--- src/rtl/stream_demux.sv ---
// Registered 1-to-N stream demultiplexer. Each output channel has a single
// holding slot, so one stalled consumer does not block the other channels.
module stream_demux #(
    parameter int WIDTH = 8,
    parameter int N     = 4,
    parameter int SELW  = 2,
    parameter int CNTW  = 8
) (
    input  logic                 clk,
    input  logic                 rst,
    input  logic                 in_valid,
    output logic                 in_ready,
    input  logic [WIDTH-1:0]     in_data,
    input  logic [SELW-1:0]      in_sel,
    input  logic                 in_bcast,
    output logic [N-1:0]         out_valid,
    input  logic [N-1:0]         out_ready,
    output logic [N*WIDTH-1:0]   out_data,
    output logic [CNTW-1:0]      drop_cnt,
    output logic                 drop_pulse
);

    logic [N-1:0]     r_valid;
    logic [WIDTH-1:0] r_data [N];
    logic [CNTW-1:0]  r_drop_cnt;
    logic             r_drop_pulse;

    logic [N-1:0]     w_free;
    logic             w_free_all;
    logic             w_free_sel;
    logic             w_sel_ok;
    logic             w_accept;
    logic             w_drop;
    logic [N-1:0]     w_load;

    function automatic logic [CNTW-1:0] sat_inc(input logic [CNTW-1:0] v);
        return (&v) ? v : v + CNTW'(1);
    endfunction

    // A slot being drained this cycle counts as free, so a channel can
    // take a new word every cycle without a bubble.
    always_comb begin
        w_free     = '0;
        w_free_all = 1'b1;
        w_free_sel = 1'b1;
        for (int k = 0; k < N; k++) begin
            w_free[k]  = !r_valid[k] || out_ready[k];
            w_free_all = w_free_all & w_free[k];
            if (int'(in_sel) == k) begin
                w_free_sel = w_free[k];
            end
        end
    end

    assign w_sel_ok = (int'(in_sel) < N);
    assign in_ready = in_bcast ? w_free_all : w_free_sel;
    assign w_accept = in_valid && in_ready;
    assign w_drop   = w_accept && !in_bcast && !w_sel_ok;

    always_comb begin
        w_load = '0;
        for (int k = 0; k < N; k++) begin
            w_load[k] = w_accept && (in_bcast || (w_sel_ok && int'(in_sel) == k));
        end
    end

    always_ff @(posedge clk) begin
        if (rst) begin
            r_valid      <= '0;
            r_drop_cnt   <= '0;
            r_drop_pulse <= 1'b0;
            for (int k = 0; k < N; k++) begin
                r_data[k] <= '0;
            end
        end else begin
            r_drop_pulse <= w_drop;
            if (w_drop) begin
                r_drop_cnt <= sat_inc(r_drop_cnt);
            end
            for (int k = 0; k < N; k++) begin
                if (w_load[k]) begin
                    r_valid[k] <= 1'b1;
                    r_data[k]  <= in_data;
                end else if (out_ready[k]) begin
                    r_valid[k] <= 1'b0;
                end
            end
        end
    end

    always_comb begin
        out_data = '0;
        for (int k = 0; k < N; k++) begin
            out_data[k*WIDTH +: WIDTH] = r_data[k];
        end
    end

    assign out_valid  = r_valid;
    assign drop_cnt   = r_drop_cnt;
    assign drop_pulse = r_drop_pulse;

endmodule

--- config.mk ---
export PLATFORM = sky130hd
export DESIGN_NAME = stream_demux
export DESIGN_NICKNAME = d
export VERILOG_FILES = /design/src/rtl/stream_demux.sv
export SDC_FILE = /design/constraint.sdc
export NUM_CORES = 1
export LEC_CHECK = 0
export ABC_AREA = 1
export BUFFER_PORTS_ARGS = -buffer_cell sky130_fd_sc_hd__buf_4
export CAP_MARGIN = 20
export CORE_MARGIN = 8
export CORE_UTILIZATION = 35
export DETAILED_ROUTE_END_ITERATION = 10
export REMOVE_ABC_BUFFERS = 1
export SYNTH_ARGS = -nofsm -noshare
export SYNTH_HDL_FRONTEND = slang
export SYNTH_SLANG_ARGS = --single-unit
--- constraint.sdc ---
create_clock -name clk -period 1.51 [get_ports clk]
set_input_delay 0.302 -clock clk [delete_from_list [all_inputs] [get_ports clk]]
set_output_delay 0.302 -clock clk [all_outputs]
set_load 0.01 [all_outputs]
==> flow_metrics.env, run 1 <==
export IMPL_clock_path_buffers=2
export IMPL_setup_ws_ns=0.07660
export IMPL_syn_area_per_cell_um2=11.05
export IMPL_final_util=0.5072
export IMPL_drtAntennaViolNets=0
export IMPL_yosysWarningCount=0
export IMPL_final_nets=225
export IMPL_hpwl_mm=2.809
export IMPL_crit_path_end_kind="output pin"
export IMPL_io_pins=64
export IMPL_dp_worst_setup_slack_ns=-0.03311
export IMPL_vias_per_cell=4.300
export IMPL_max_clock_freq_mhz=697.6
export IMPL_post_route_period_util=0.9493
export IMPL_min_from="out_ready[3]"
export IMPL_finalHoldViolCount=0
export IMPL_synth_area_um2=1569
export IMPL_drtIter0Drc=71
export IMPL_numCtsBuffers=5
export IMPL_worst_path_buf_inv=1
export IMPL_slowest_delay_ns=0.33
export IMPL_drv_slew=0
export IMPL_cpMaxStageDelayCell="dfxtp_2"
export IMPL_use_met2=0.1612
export IMPL_wirelength_mm=3.527
export IMPL_synthTopCellsByArea="edfxtp_1 (61%), nor2_1 (8.9%), dfxtp_1 (5.1%), buf_4 (4.8%), nand2_1 (4.8%)"
export IMPL_path_clk_slew_ns=0.06
export IMPL_area_growth_synth_to_final_pct=39.79
export IMPL_grt_overflow=0
export IMPL_status="finished clean"
export IMPL_grt_pass1_vias=1217
export IMPL_p_total_mw=2.267
export IMPL_seqCellArea_um2=1046
export IMPL_grtUsageMet1=0.1274
export IMPL_maxCapViolCount=0
export IMPL_setup_violations_final=0
export IMPL_hold_depth=4
export IMPL_drc_errors=0
export IMPL_clock_sinks=36
export IMPL_drive_above_1_share=0.4327
export IMPL_reg2reg_depth=6
export IMPL_antenna_cells=0
export IMPL_rr_endpoint="r_data[3][0]"
export IMPL_period_minus_slack_ns=1.433
export IMPL_dr_total_vias=1118
export IMPL_finClkSkew_ns=0.003520
export IMPL_antenna_found_initial=0
export IMPL_grt_pass1_wl_mm=5.920
export IMPL_netlist_instances=142
export IMPL_core_region_area_um2=4324
export IMPL_initial_core_util=0.3628
export IMPL_busiest_layer="met2"
export IMPL_fp_dieH_um=82.96
export IMPL_hold_class="input port to flop"
export IMPL_h_tree_depth=2
export IMPL_path_delay_family="simple AND/OR/NAND/NOR gates"
export IMPL_synth_top_cell_by_area="edfxtp_1"
export IMPL_most_common_layout_cells="buf_4 (57), nor2_1 (34), edfxtp_1 (32), inv_1 (17), nand2_1 (16)"
export IMPL_yosys_area_top_type_share=0.6124
export IMPL_p_per_area_nw_per_um2=1033
export IMPL_synth_seq_cells=36
export IMPL_rows=24
export IMPL_io_buffers=54
export IMPL_ff2ff_setup_slack_ns=0.14
export IMPL_p_leak_nw=1.050
export IMPL_first_pass_iters=4
export IMPL_crit_fanout=6
export IMPL_holdWs_ns=0.2754
export IMPL_cts_setup_buffers=0
export IMPL_cts_tree="done"
export IMPL_start_kind="flop"
export IMPL_dieArea_um2=6882
export IMPL_r2r_start="out_valid[1]"
export IMPL_die_w_um=82.96
export IMPL_crit_type="flop to output pin"
export IMPL_post_drt_wl_per_cell_um=13.57
export IMPL_grt_max_degree=11
export IMPL_root_buffer="clkbuf_8"
export IMPL_yosys_cell_types_count=16
export IMPL_multi_input_area_um2=431.7
export IMPL_grt_usage=0.1052
export IMPL_crit_arrival_ns=1.13
export IMPL_fill_cells=415
export IMPL_ir_drop_mv=0.5288
export IMPL_cp_required_ns=1.21
export IMPL_cp_cell_sequence="nand2_2, nand3_2, nand2_2, nand2_4, nand2_4, buf_6"
export IMPL_use_met3=0.04590
export IMPL_ys_seq_area_frac=0.6635
export IMPL_final_common_cell="buf_4"
export IMPL_min_to="out_valid[3]"
export IMPL_clkLatencyLatePin_ns=0.28
export IMPL_routabilityCongestion=0.7747
per-stage QoR:
step	cells	TNS (ns)	instance area [um^2]
finish	260	0	2193
global route	260	-0.001813	2193
CTS	260	0	2161
detailed placement	252	-0.3205	2077
global placement	252	-0.1255	2077
floorplan	139	0	1516
state kept, by name (all words and copies together) (netlist names):
signal / count
out_valid: 4
r_data: 32
synthesized netlist by cell type, drive strengths merged:
cell    count
buf        10
clkbuf      1
conb        1
dfxtp       4
edfxtp     32
inv        19
nand2      24
nand3       8
nand4       3
nor2       38
nor3        1
or2         1
power by group:
group | total, mW | internal, mW | switching (mW) | leakage [nW]
Clock | 0.636 | 0.321 | 0.315 | 0.0399
Sequential | 1.20 | 1.18 | 0.0278 | 0.377
Combinational | 0.426 | 0.201 | 0.226 | 0.633
Total | 2.27 | 1.70 | 0.569 | 1.05
worst max-delay path by stage:
stage / from / to / slack [ns] / depth (start not counted)
finish: out_valid[1] / in_ready / 0.08 / 6
detailed placement: in_bcast / r_data[3][7] / -0.03 / 7
floorplan: in_bcast / r_data[0][0] / 0.1 / 7
global route: out_valid[0] / in_ready / -0.002 / 6
global placement: out_ready[1] / r_data[3][7] / -0.02 / 8
CTS: out_valid[2] / in_ready / 0.004 / 6
per-layer routing:
metal,vias up,share of wire
met1,497,0.45
li1,566,-
met4,0,0.012
met2,49,0.47
met3,6,0.070
met5,-,0
cells by family after synthesis:
family,synth area share
AND/OR/NAND/NOR,0.2360
flip-flops,0.6635
other,0.002390
buffers and inverters,0.09809
what timing repair did:
action | CTS | global route
gates resized for setup | 2 | 12
pin swaps | 0 | 5
setup endpoints to repair | 1 | 1
gates cloned | 0 | 0
hold buffers | 0 | 0
cell type report:
cell class	instances	area share
well taps	52	0.02966
multi-input cells	84	0.1968
clock inverters	1	0.001711
clock buffers	7	0.03480
repair buffers	61	0.2276
inverters	19	0.03252
flip-flops and latches	36	0.4769
worst min-delay path, delay by kind of cell:
kind	cells	cell delay, ns
simple gates	3	0.14
buf+inv	1	0.08
(Power assumes the default switching activity.)
==> run 2: changes to the inputs <==
Settings changed: CORE_ASPECT_RATIO set to 0.8.
==> flow_metrics.env, run 2 (synthesis gave the netlist of run 1 again) <==
export IMPL_period_minus_slack_ns=1.446
export IMPL_setup_violations_final=0
export IMPL_max_clock_freq_mhz=691.4
export IMPL_clkLatencyLatePin_ns=0.28
export IMPL_largest_register_ffs=32
export IMPL_start_kind="flop"
export IMPL_slowest_delay_ns=0.33
export IMPL_grt_usage=0.1120
export IMPL_rows=21
export IMPL_final_util=0.5200
export IMPL_grt_pass1_vias=1235
export IMPL_final_nets=226
export IMPL_wirelength_mm=3.680
export IMPL_crit_type="flop to output pin"
export IMPL_use_met3=0.05118
export IMPL_finClkSkew_ns=0.006786
export IMPL_seqCellArea_um2=1045
export IMPL_worst_path_buf_inv=1
export IMPL_stdcell_area_um2=2213
export IMPL_post_route_period_util=0.9578
export IMPL_busiest_layer="met2"
export IMPL_routabilityCongestion=0.9054
export IMPL_drtIter0Drc=29
export IMPL_path_delay_family="simple AND/OR/NAND/NOR gates"
export IMPL_crit_arrival_ns=1.14
export IMPL_cp_required_ns=1.21
export IMPL_h_tree_depth=2
export IMPL_p_leak_nw=1.065
export IMPL_crit_path_end_kind="output pin"
export IMPL_antenna_found_initial=0
export IMPL_regMostFlops="r_data"
export IMPL_grt_pass1_wl_mm=5.934
export IMPL_fp_dieH_um=75.89
export IMPL_dr_total_vias=1152
export IMPL_dieArea_um2=6895
export IMPL_grtUsageMet1=0.1388
export IMPL_hold_class="input port to flop"
export IMPL_use_met2=0.1730
export IMPL_first_pass_iters=4
export IMPL_p_total_mw=2.273
export IMPL_place_inst=256
export IMPL_die_w_um=90.86
export IMPL_cts_hold_buf=0
export IMPL_core_region_area_um2=4257
export IMPL_cpMaxStageDelayCell="dfxtp_2"
export IMPL_holdWs_ns=0.2634
export IMPL_grt_overflow=0
export IMPL_most_common_layout_cells="buf_4 (57), nor2_1 (35), edfxtp_1 (32), inv_1 (17), nand2_1 (16)"
export IMPL_path_clk_slew_ns=0.07
export IMPL_hpwl_mm=2.916
export IMPL_status="finished clean"
export IMPL_crit_fanout=5
export IMPL_final_common_cell="buf_4"
export IMPL_io_pins=64
export IMPL_area_growth_synth_to_final_pct=41.07
export IMPL_fill_cells=407
export IMPL_dpl_cell_area_um2=2088
export IMPL_antenna_cells=0
export IMPL_clock_path_buffers=2
export IMPL_post_drt_wl_per_cell_um=13.83
export IMPL_cts_tree="done"
export IMPL_grt_max_degree=12
export IMPL_finalHoldViolCount=0
export IMPL_fin_cells=266
export IMPL_drv_slew=0
export IMPL_maxCapViolCount=0
export IMPL_io_buffers=54
export IMPL_p_per_area_nw_per_um2=1027
export IMPL_drc_errors=0
export IMPL_numCtsBuffers=5
export IMPL_cp_cell_sequence="nand2_2, nor2_1, nor2_1, nand2_2, nand2_4, buf_6"
export IMPL_clock_sinks=36
export IMPL_drtAntennaViolNets=0
export IMPL_root_buffer="clkbuf_8"
export IMPL_vias_per_cell=4.331
export IMPL_initial_core_util=0.3686
export IMPL_path_depth=6
export IMPL_multi_input_area_um2=424.2
export IMPL_ir_drop_mv=0.4722
export IMPL_hold_depth=4
export IMPL_drive_above_1_share=0.4354
export IMPL_reg2reg_depth=9
[run 2: tightest hold or removal path: cells and delay by family]
family	cells	cell delay [ns]
simple gates	3	0.11
buf+inv	1	0.08
[run 2: worst paths after layout]
check	startpoint	endpoint	slack, ns
setup / recovery	out_valid[1]	in_ready	0.06
hold / removal	out_ready[3]	out_valid[3]	0.26
setup reg to reg	out_valid[1]	r_data[1][0]	0.07
hold reg to reg	out_valid[2]	out_valid[2]	0.49
[run 2: layer usage]
layer,part of all wire,wire (um)
met1,0.48,1772
met2,0.43,1587
met3,0.082,303
met4,0.0049,18
met5,0,0
[run 2: cell type report]
class                      count  area share
clock buffer                   5     0.03109
clock inverter                 3    0.006218
inverter                      19     0.03222
multi-input combinational     84      0.1916
sequential                    36      0.4720
tap                           57     0.03222
timing repair buffer          62      0.2346
[run 2: power breakdown]
group	total [mW]	leakage (nW)	internal, mW	switching [mW]
combinational	0.439	0.643	0.210	0.229
sequential	1.20	0.376	1.18	0.0279
clock	0.630	0.0453	0.313	0.318
[run 2: repair_timing]
action / in CTS / in global routing
pin swaps: 0 / 6
setup endpoints to repair: 1 / 1
setup buffers: 0 / 2
gates resized for setup: 3 / 8
[run 2: stage by stage]
stage	TNS, ns	setup WS, ns
after global routing	-0.06566	-0.008043
after CTS	0	0.008451
after floorplan	0	0.09689
after global placement	0	0.02504
final	0	0.06374
after detailed placement	-0.08202	-0.01046
